--- src/rtl/isi_channel_ocm_param.sv ---
// isi_channel_ocm_param: ISI channel whose pulse-response taps are fetched from on-chip memory,
// followed by a saturating FIR over the incoming symbol stream.
module isi_channel_ocm_param #(
   parameter int PULSE_RESPONSE_LENGTH = 3,
   parameter int SIGNAL_RESOLUTION = 8,
   parameter int COEFF_WIDTH = 16,
   parameter int COEFF_FRAC = 8,
   parameter int MEM_WIDTH = 64,
   parameter int ADDR_WIDTH = 14,
   parameter int ADDR_STRIDE = 4,
   parameter int MEM_LATENCY = 2
) (
   input  logic clk,
   input  logic rstn,
   input  logic signed [SIGNAL_RESOLUTION-1:0] signal_in,
   input  logic signal_in_valid,
   output logic signed [SIGNAL_RESOLUTION-1:0] signal_out,
   output logic signal_out_valid,
   input  logic load_mem,
   input  logic [ADDR_WIDTH-1:0] base_addr,
   output logic done_wait,
   output logic [ADDR_WIDTH-1:0] mem_addr,
   output logic mem_rd,
   input  logic [MEM_WIDTH-1:0] mem_readdata
);
   localparam int CPW = MEM_WIDTH / COEFF_WIDTH;
   localparam int NUM_WORDS = (PULSE_RESPONSE_LENGTH + CPW - 1) / CPW;
   localparam int NT = NUM_WORDS * CPW;
   localparam int CW = $clog2(NUM_WORDS + 1);
   localparam int PW = SIGNAL_RESOLUTION + COEFF_WIDTH;
   localparam int AW = PW + $clog2(PULSE_RESPONSE_LENGTH);
   localparam logic signed [AW-1:0] SMAX = AW'(2 ** (SIGNAL_RESOLUTION - 1) - 1);
   localparam logic signed [AW-1:0] SMIN = ~SMAX;

   typedef enum logic [1:0] {IDLE, FETCH, WAIT, RUN} state_t;
   state_t state, state_nx;

   logic [ADDR_WIDTH-1:0] addr_q;
   logic [CW-1:0] rd_cnt, cap_cnt;
   logic [MEM_LATENCY-1:0] rd_pipe;
   logic signed [COEFF_WIDTH-1:0] c [NT];
   logic signed [SIGNAL_RESOLUTION-1:0] x [PULSE_RESPONSE_LENGTH];
   logic signed [SIGNAL_RESOLUTION-1:0] xn [PULSE_RESPONSE_LENGTH];
   logic signed [AW-1:0] acc, sh;
   logic signed [SIGNAL_RESOLUTION-1:0] y_sat;
   logic load_go, in_acc, cap_fire, last_rd, last_cap;

   assign cap_fire = rd_pipe[MEM_LATENCY-1];
   assign last_rd = rd_cnt == CW'(NUM_WORDS - 1);
   assign last_cap = cap_fire && cap_cnt == CW'(NUM_WORDS - 1);
   assign load_go = load_mem && (state == IDLE || state == RUN);
   assign in_acc = signal_in_valid && state == RUN && !load_mem;
   assign mem_addr = mem_rd ? addr_q : '0;

   always_ff @(posedge clk) begin
      if (!rstn) state <= IDLE;
      else state <= state_nx;
   end

   always_comb begin
      state_nx = state;
      mem_rd = 1'b0;
      done_wait = 1'b0;
      case (state)
         IDLE: state_nx = load_mem ? FETCH : IDLE;
         FETCH: begin
            mem_rd = 1'b1;
            state_nx = last_rd ? WAIT : FETCH;
         end
         WAIT: state_nx = last_cap ? RUN : WAIT;
         RUN: begin
            done_wait = 1'b1;
            state_nx = load_mem ? FETCH : RUN;
         end
         default: state_nx = IDLE;
      endcase
   end

   // Full-precision MAC over the delay line as it will look after this sample shifts in
   always_comb begin
      acc = '0;
      xn[0] = signal_in;
      for (int k = 1; k < PULSE_RESPONSE_LENGTH; k++) xn[k] = x[k-1];
      for (int k = 0; k < PULSE_RESPONSE_LENGTH; k++) acc = acc + AW'(PW'(xn[k]) * PW'(c[k]));
      sh = acc >>> COEFF_FRAC;
      y_sat = sh > SMAX ? SMAX[SIGNAL_RESOLUTION-1:0] : sh < SMIN ? SMIN[SIGNAL_RESOLUTION-1:0] : sh[SIGNAL_RESOLUTION-1:0];
   end

   always_ff @(posedge clk) begin
      if (!rstn) begin
         addr_q <= '0;
         rd_cnt <= '0;
         cap_cnt <= '0;
         rd_pipe <= '0;
         signal_out <= '0;
         signal_out_valid <= 1'b0;
         for (int k = 0; k < NT; k++) c[k] <= '0;
         for (int k = 0; k < PULSE_RESPONSE_LENGTH; k++) x[k] <= '0;
      end else begin
         rd_pipe <= (rd_pipe << 1) | MEM_LATENCY'(mem_rd);
         signal_out_valid <= in_acc;
         if (in_acc) signal_out <= y_sat;
         if (load_go) begin
            addr_q <= base_addr;
            rd_cnt <= '0;
            cap_cnt <= '0;
         end else begin
            if (mem_rd) begin
               addr_q <= addr_q + ADDR_WIDTH'(ADDR_STRIDE);
               rd_cnt <= rd_cnt + CW'(1);
            end
            if (cap_fire) cap_cnt <= cap_cnt + CW'(1);
         end
         // Padding lanes beyond the last tap are stored but never reach the MAC
         for (int k = 0; k < NT; k++) begin
            if (load_go) c[k] <= '0;
            else if (cap_fire && k / CPW == int'(cap_cnt)) c[k] <= mem_readdata[(k % CPW) * COEFF_WIDTH +: COEFF_WIDTH];
         end
         for (int k = 0; k < PULSE_RESPONSE_LENGTH; k++) begin
            if (load_go) x[k] <= '0;
            else if (in_acc) x[k] <= xn[k];
         end
      end
   end
endmodule

--- config.mk ---
export PLATFORM = sky130hd
export DESIGN_NAME = isi_channel_ocm_param
export DESIGN_NICKNAME = d
export VERILOG_FILES = /design/src/rtl/isi_channel_ocm_param.sv
export SDC_FILE = /design/constraint.sdc
export NUM_CORES = 1
export LEC_CHECK = 0
export CORE_UTILIZATION = 65
export CTS_BUF_LIST = sky130_fd_sc_hd__clkbuf_16
export DETAILED_ROUTE_END_ITERATION = 16
export PLACE_DENSITY_LB_ADDON = 0.2
export SYNTH_ARGS = -nofsm -noshare
export SYNTH_HDL_FRONTEND = slang
export SYNTH_SLANG_ARGS = --single-unit
--- constraint.sdc ---
create_clock -name clk -period 24.2 [get_ports clk]
set_clock_uncertainty 0.15 [all_clocks]
set_input_delay 3.63 -clock clk [delete_from_list [all_inputs] [get_ports clk]]
set_output_delay 3.63 -clock clk [all_outputs]
set_load 0.02 [all_outputs]
Word-level counts from Yosys, hierarchy flattened --
Memories as Yosys holds them, arrays and structs flattened. Index checks and enable logic that the tools add are counted.
Cells by class: add/subtract/negate cells 5, multiply operators 3, order comparisons 2, equality and inequality tests 3, multiplexer cells 38, bitwise logic cells 18, reduce and logical (&&, ||, !) cells 10
Operator list (count):
- $mux W16 | 8
- $mul A8 B16 Y24 | 3
- $mux W8 | 8
- $mux W14 | 3
- $add A25 B24 Y26 | 1
- $add A24 B24 Y25 | 1
- $gt A18 B8 Y1 const B | 1
- $lt A18 B8 Y1 const B | 1
- $mux W1 | 16
- $add A14 B3 Y14 const B | 1
- $or A1 B1 Y1 | 14
- $pmux W2 S4 | 1
- $logic_and A1 B1 Y1 | 5
- $eq A2 B2 Y1 const B | 2
- $mux W2 | 2
- $not A1 Y1 | 3
- $add A1 B1 Y1 const B | 2
- $eq A2 B1 Y1 const B | 1
- $logic_not A2 Y1 | 1
- $or A2 B1 Y2 | 1
- $reduce_bool A2 Y1 | 1
- $reduce_or A2 Y1 | 1
- $logic_not A1 Y1 | 1
- $logic_or A1 B1 Y1 | 1
Storage, ports and cells: register bits after elaboration 29, RAM bits 88, input bits 90, output and inout port bits 25, logic and storage cells 88, memories 2
Memory list:
- c | depth 4, width 16, rd ports 3, clocked after memory_dff 0, wr ports 4, RTL line 41 | logic signed [COEFF_WIDTH-1:0] c [NT];
- x | depth 3, width 8, rd ports 2, clocked after memory_dff 0, wr ports 3, RTL line 42 | logic signed [SIGNAL_RESOLUTION-1:0] x [PULSE_RESPONSE_LENGTH];

Depth between registers and ports, before layout --
depth after elaboration 8, gate-level depth with buffers 27, gate-level depth less buffers 25

Least setup slack after synthesis --
Ideal clock, no wire load.
path kind input-to-reg, from input signal_in[7], to register signal_out[6], library setup time 70 ps, arrival 10199 ps, data required time 23980 ps, slack 13782 ps, stages on the path 24, cell sequence clkbuf_1 > inv_1 > nor2_1 > fa_1 > fa_1 > inv_1 > fa_1 > fa_1 > inv_1 > fa_1 > fa_1 > inv_1 > fa_1 > inv_1 > ha_1 > o21a_1 > o2111ai_1 > o211ai_2 > a31oi_1 > xor2_1 > or4b_4 > o41ai_4 > nand2_1 > a21oi_1
On the way: longest elaborated chain between the ends 6, elaborated cells on any way between the ends 7, those cells by class add/sub: 2; mul: 1; order compare: 2; mux: 2
Ends and longest elaborated chain:
- from (decl) | RTL line 15 | input logic signed [SIGNAL_RESOLUTION-1:0] signal_in,
- $mul A8 B16 Y24 * | RTL line 84 | for (int k = 0; k < PULSE_RESPONSE_LENGTH; k++) acc = acc + AW'(PW'(xn[k]) * PW'(c[k]));
- $add A24 B24 Y25 * | RTL line 84
- $add A25 B24 Y26 * | RTL line 84
- $lt A18 B8 Y1 | RTL line 86 | y_sat = sh > SMAX ? SMAX[SIGNAL_RESOLUTION-1:0] : sh < SMIN ? SMIN[SIGNAL_RESOLUTION-1:0] : sh[SIGNAL_RESOLUTI ...
- $mux W8 | RTL line 86
- $mux W8 * | RTL line 86
- to (signal assigned) | RTL line 102 | if (in_acc) signal_out <= y_sat;
- to (decl) | RTL line 17 | output logic signed [SIGNAL_RESOLUTION-1:0] signal_out,
Every way passes the cells marked *; elsewhere a longest branch is shown, timed or not. A chain may end at the register's enable or synchronous reset.

Final worst setup path --
from input signal_in[7], to register signal_out[3]
The elaborated chain is that of the path after synthesis.

==> results.md <==
* Status: complete, no violations
* Root buf cell: clkbuf_16
* Global Route Usage Sum at 31.1%
* Post-placement cell count at 2189
* Slew Limit Fails at 0
* Layout Cells excl Fill at 2205
* Syn Area/Cell at 9.87 um^2
* H-tree Lvls at 3
* CTS Buffer Depth at 2
* Yosys warning total at 0
* Initial core utilization at 66.0%
* Critical path peak fanout at 12
* # DRC at 0
* RSZ-0062 raised after global routing: no
* Worst path top cell family by delay: adder cells
* First-pass GRT wire length at 67300 um
* Drt first pass iters at 5
* Initial antenna violation count at 0
* DPL Wire Length at 33600 um
* Area post-placement at 19000 um^2
* # hold bufs at CTS at 0
* GR Overflow Total at 0
* Antenna-violating nets left at 0
* Die H at 167 um
* Drt via density at 5.55
* Share of cells above drive strength 1 at 1.50%
* Worst setup SP type: input pin
* Post-Syn Nets at 2382
* DR vias at 12200
* Clk pin slew, worst setup/hold paths at 90 ps
* Number of flops mapped to enable cells by yosys at 64
* Max layer used: met4
* ANT cells at 0
* Post-layout min period at 11450 ps
* Reg2reg setup slack at 16130 ps
* Util after Layout at 71.8%
* Worst path bufs/invs at 6
* Tightest Pin Transition at 1040 ps
* Register area share after synthesis at 14.1%
* Max cap viols at 0
* Max incr delay on CP at 830 ps
* Area growth, synth to finish at 8.80%
* RD Place Congestion at 0.902
* Relative slew slack at 30.6%
* I/O Pins at 115
* PnR Total Power at 2.54 mW
* Synth cell types at 61
* Core ar. at 26800 um^2
* PwrDens at 132 nW/um^2
* CP most frequent cell: fa_1
* Kind of critical path: in2reg
* Met3 wire length at 2650 um
* Leakage at 9.26 nW
* Fin crit share at 47.3%
* Post-synth ARST share at 0%
* Achievable Freq at 87.4 MHz
* Worst Path Required at 24340 ps
* Synth Instances at 1793
* Post-cts sizing count at 0
* Met2 WL at 19300 um
* Routed Wire Length at 39300 um
* Arrival time at the worst endpoint at 11580 ps
* Worst skew pair latency at 370 ps
* Sum Neg Setup Slack at 0 ps
* Critical path endpoint category: flip-flop
* VDD IR max at 0.210 mV
* Routed met1 length at 16200 um
* Design area at 19300 um^2
* FF+latch count, synth at 93
* CTS Sinks at 93
* Mapped Area at 17700 um^2
* Post-CTS Setup Repair Bufs at 0
* Ys flop type: edfxtp_1
* Hold WC Path Type: reg2reg
* Worst-path cell chain: clkdlybuf4s50_1 > inv_1 > nor2_1 > fa_1 > fa_1 > inv_1 > fa_1 > fa_1 > inv_1 > fa_1 > fa_1 > inv_1 > fa_1 > inv_1 > ha_1 > o21a_1 > o2111ai_1 > o211ai_2 > a31oi_1 > xor2_1 > or4b_4 > o41ai_4 > nand2_1 > a21oi_1
* Final setup violation count at 0
* Final hold vios at 0
* Slowest stage cell, crit path: clkdlybuf4s50_1
* Net total in the final layout at 2448
* Die area at 27900 um^2
* Vias in the first global route at 13600
* # rows at 60
* Largest net degree at the start of global routing at 40
* Chip Width at 167 um
* DRC violation total after the first TritonRoute iteration at 675
* CTS tree: yes
* Avg WL per Cell at 17.8 um
* Port Buffer Count at 98
* CTS Buf Count at 9
[routing by layer]
layer | GRT usage, % | vias up
met2 | 51.6 | 439
met1 | 41.8 | 6316
met5 | 0 | -
li1 | - | 5412
met4 | 10.7 | 0
met3 | 5.13 | 70
[worst paths after layout]
path | from | end | cells past startpoint
min reg2reg | rd_pipe[0] | rd_pipe[1] | 1
min | rd_pipe[0] | rd_pipe[1] | 1
max reg2reg | x[0][0] | signal_out[3] | 20
max | signal_in[7] | signal_out[3] | 24
[Yosys cell counts, drive strengths merged (3+ instances only)]
cell type | number | area share (%)
inv | 440 | 9.3
fa | 409 | 46
and2 | 246 | 8.7
nand2 | 213 | 4.5
ha | 90 | 6.4
edfxtp | 64 | 11
nor2 | 44 | 0.93
clkbuf | 43 | 0.91
dfxtp | 29 | 3.3
a21oi | 26 | 0.80
nand2b | 26 | 0.92
o21ai | 21 | 0.59
xnor2 | 18 | 0.89
o211a | 13 | 0.74
xor2 | 13 | 0.64
nand3 | 10 | 0.28
nor2b | 9 | 0.32
and3 | 6 | 0.21
nand4 | 6 | 0.21
nor3 | 5 | 0.14
nor4 | 4 | 0.14
o21a | 4 | 0.17
or3 | 4 | 0.14
a21boi | 3 | 0.13
a21o | 3 | 0.13
a311oi | 3 | 0.15
a31oi | 3 | 0.11
o211ai | 3 | 0.16
or2 | 3 | 0.11
[stage by stage]
step	worst slack [ps]	hold WS [ps]
6_report	12750	301
5_1_grt	12300	349
4_1_cts	12750	305
3_5_place_dp	12380	285
3_3_place_gp	12550	265
2_1_floorplan	13780	262
[layout make-up]
cell class / count / area [um^2]
Tap cell: 341 / 427
Fill cell: 1953 / 7550
Inverter: 440 / 1650
Timing Repair Buffer: 100 / 996
Clock inverter: 7 / 72.6
Multi-Input combinational cell: 1215 / 13400
Sequential cell: 93 / 2500
Clock buffer: 9 / 225
[power by group]
| group | leakage [nW] | internal (mW) | switching, mW |
|---|---|---|---|
| Clock | 0.143 | 0.0733 | 0.0785 |
| Combinational | 8.18 | 0.915 | 1.27 |
| Sequential | 0.940 | 0.179 | 0.0236 |
[sequential cells by signal, indices dropped and copies added (netlist names)]
name and count:
cap_cnt 1, c 48, signal_out_valid 1, signal_out 8, state 2, addr_q 14, rd_pipe 2, x 16
rd_cnt 1
[layout by cell type, fill, tap and decap left out, types with 25 or more instances in the layout]
master,instances
fa_1,409
ha_1,90
dfxtp_1,29
nand2_1,213
a21oi_1,25
inv_1,439
clkdlybuf4s50_1,98
edfxtp_1,64
nand2b_1,26
and2_1,246
nor2_1,43
[worst register-to-register path: cells and delay by family (launching register included)]
family                   cells  cell delay [ps]
AO/OA/AOI/OAI                4             1100
adder cells (fa/ha/maj)      8             3990
buffers and inverters        2              100
flip-flops                   1              780
AND/OR/NAND/NOR              6             1870
[kinds of logic (layout without fill, tap and decap cells)]
logic type	Yosys count	count (layout)	synth area share (%)
AOI/OAI and AO/OA	97	97	4.00
xor gates and xnor gates	33	33	1.79
adders and majority gates	499	499	52.6
buffers and inverters	485	556	10.3
DFF	93	93	14.1
muxes	1	1	0.0566
and+or+nand+nor	585	585	17.1
No activity file was read; power rests on OpenSTA's default activity.
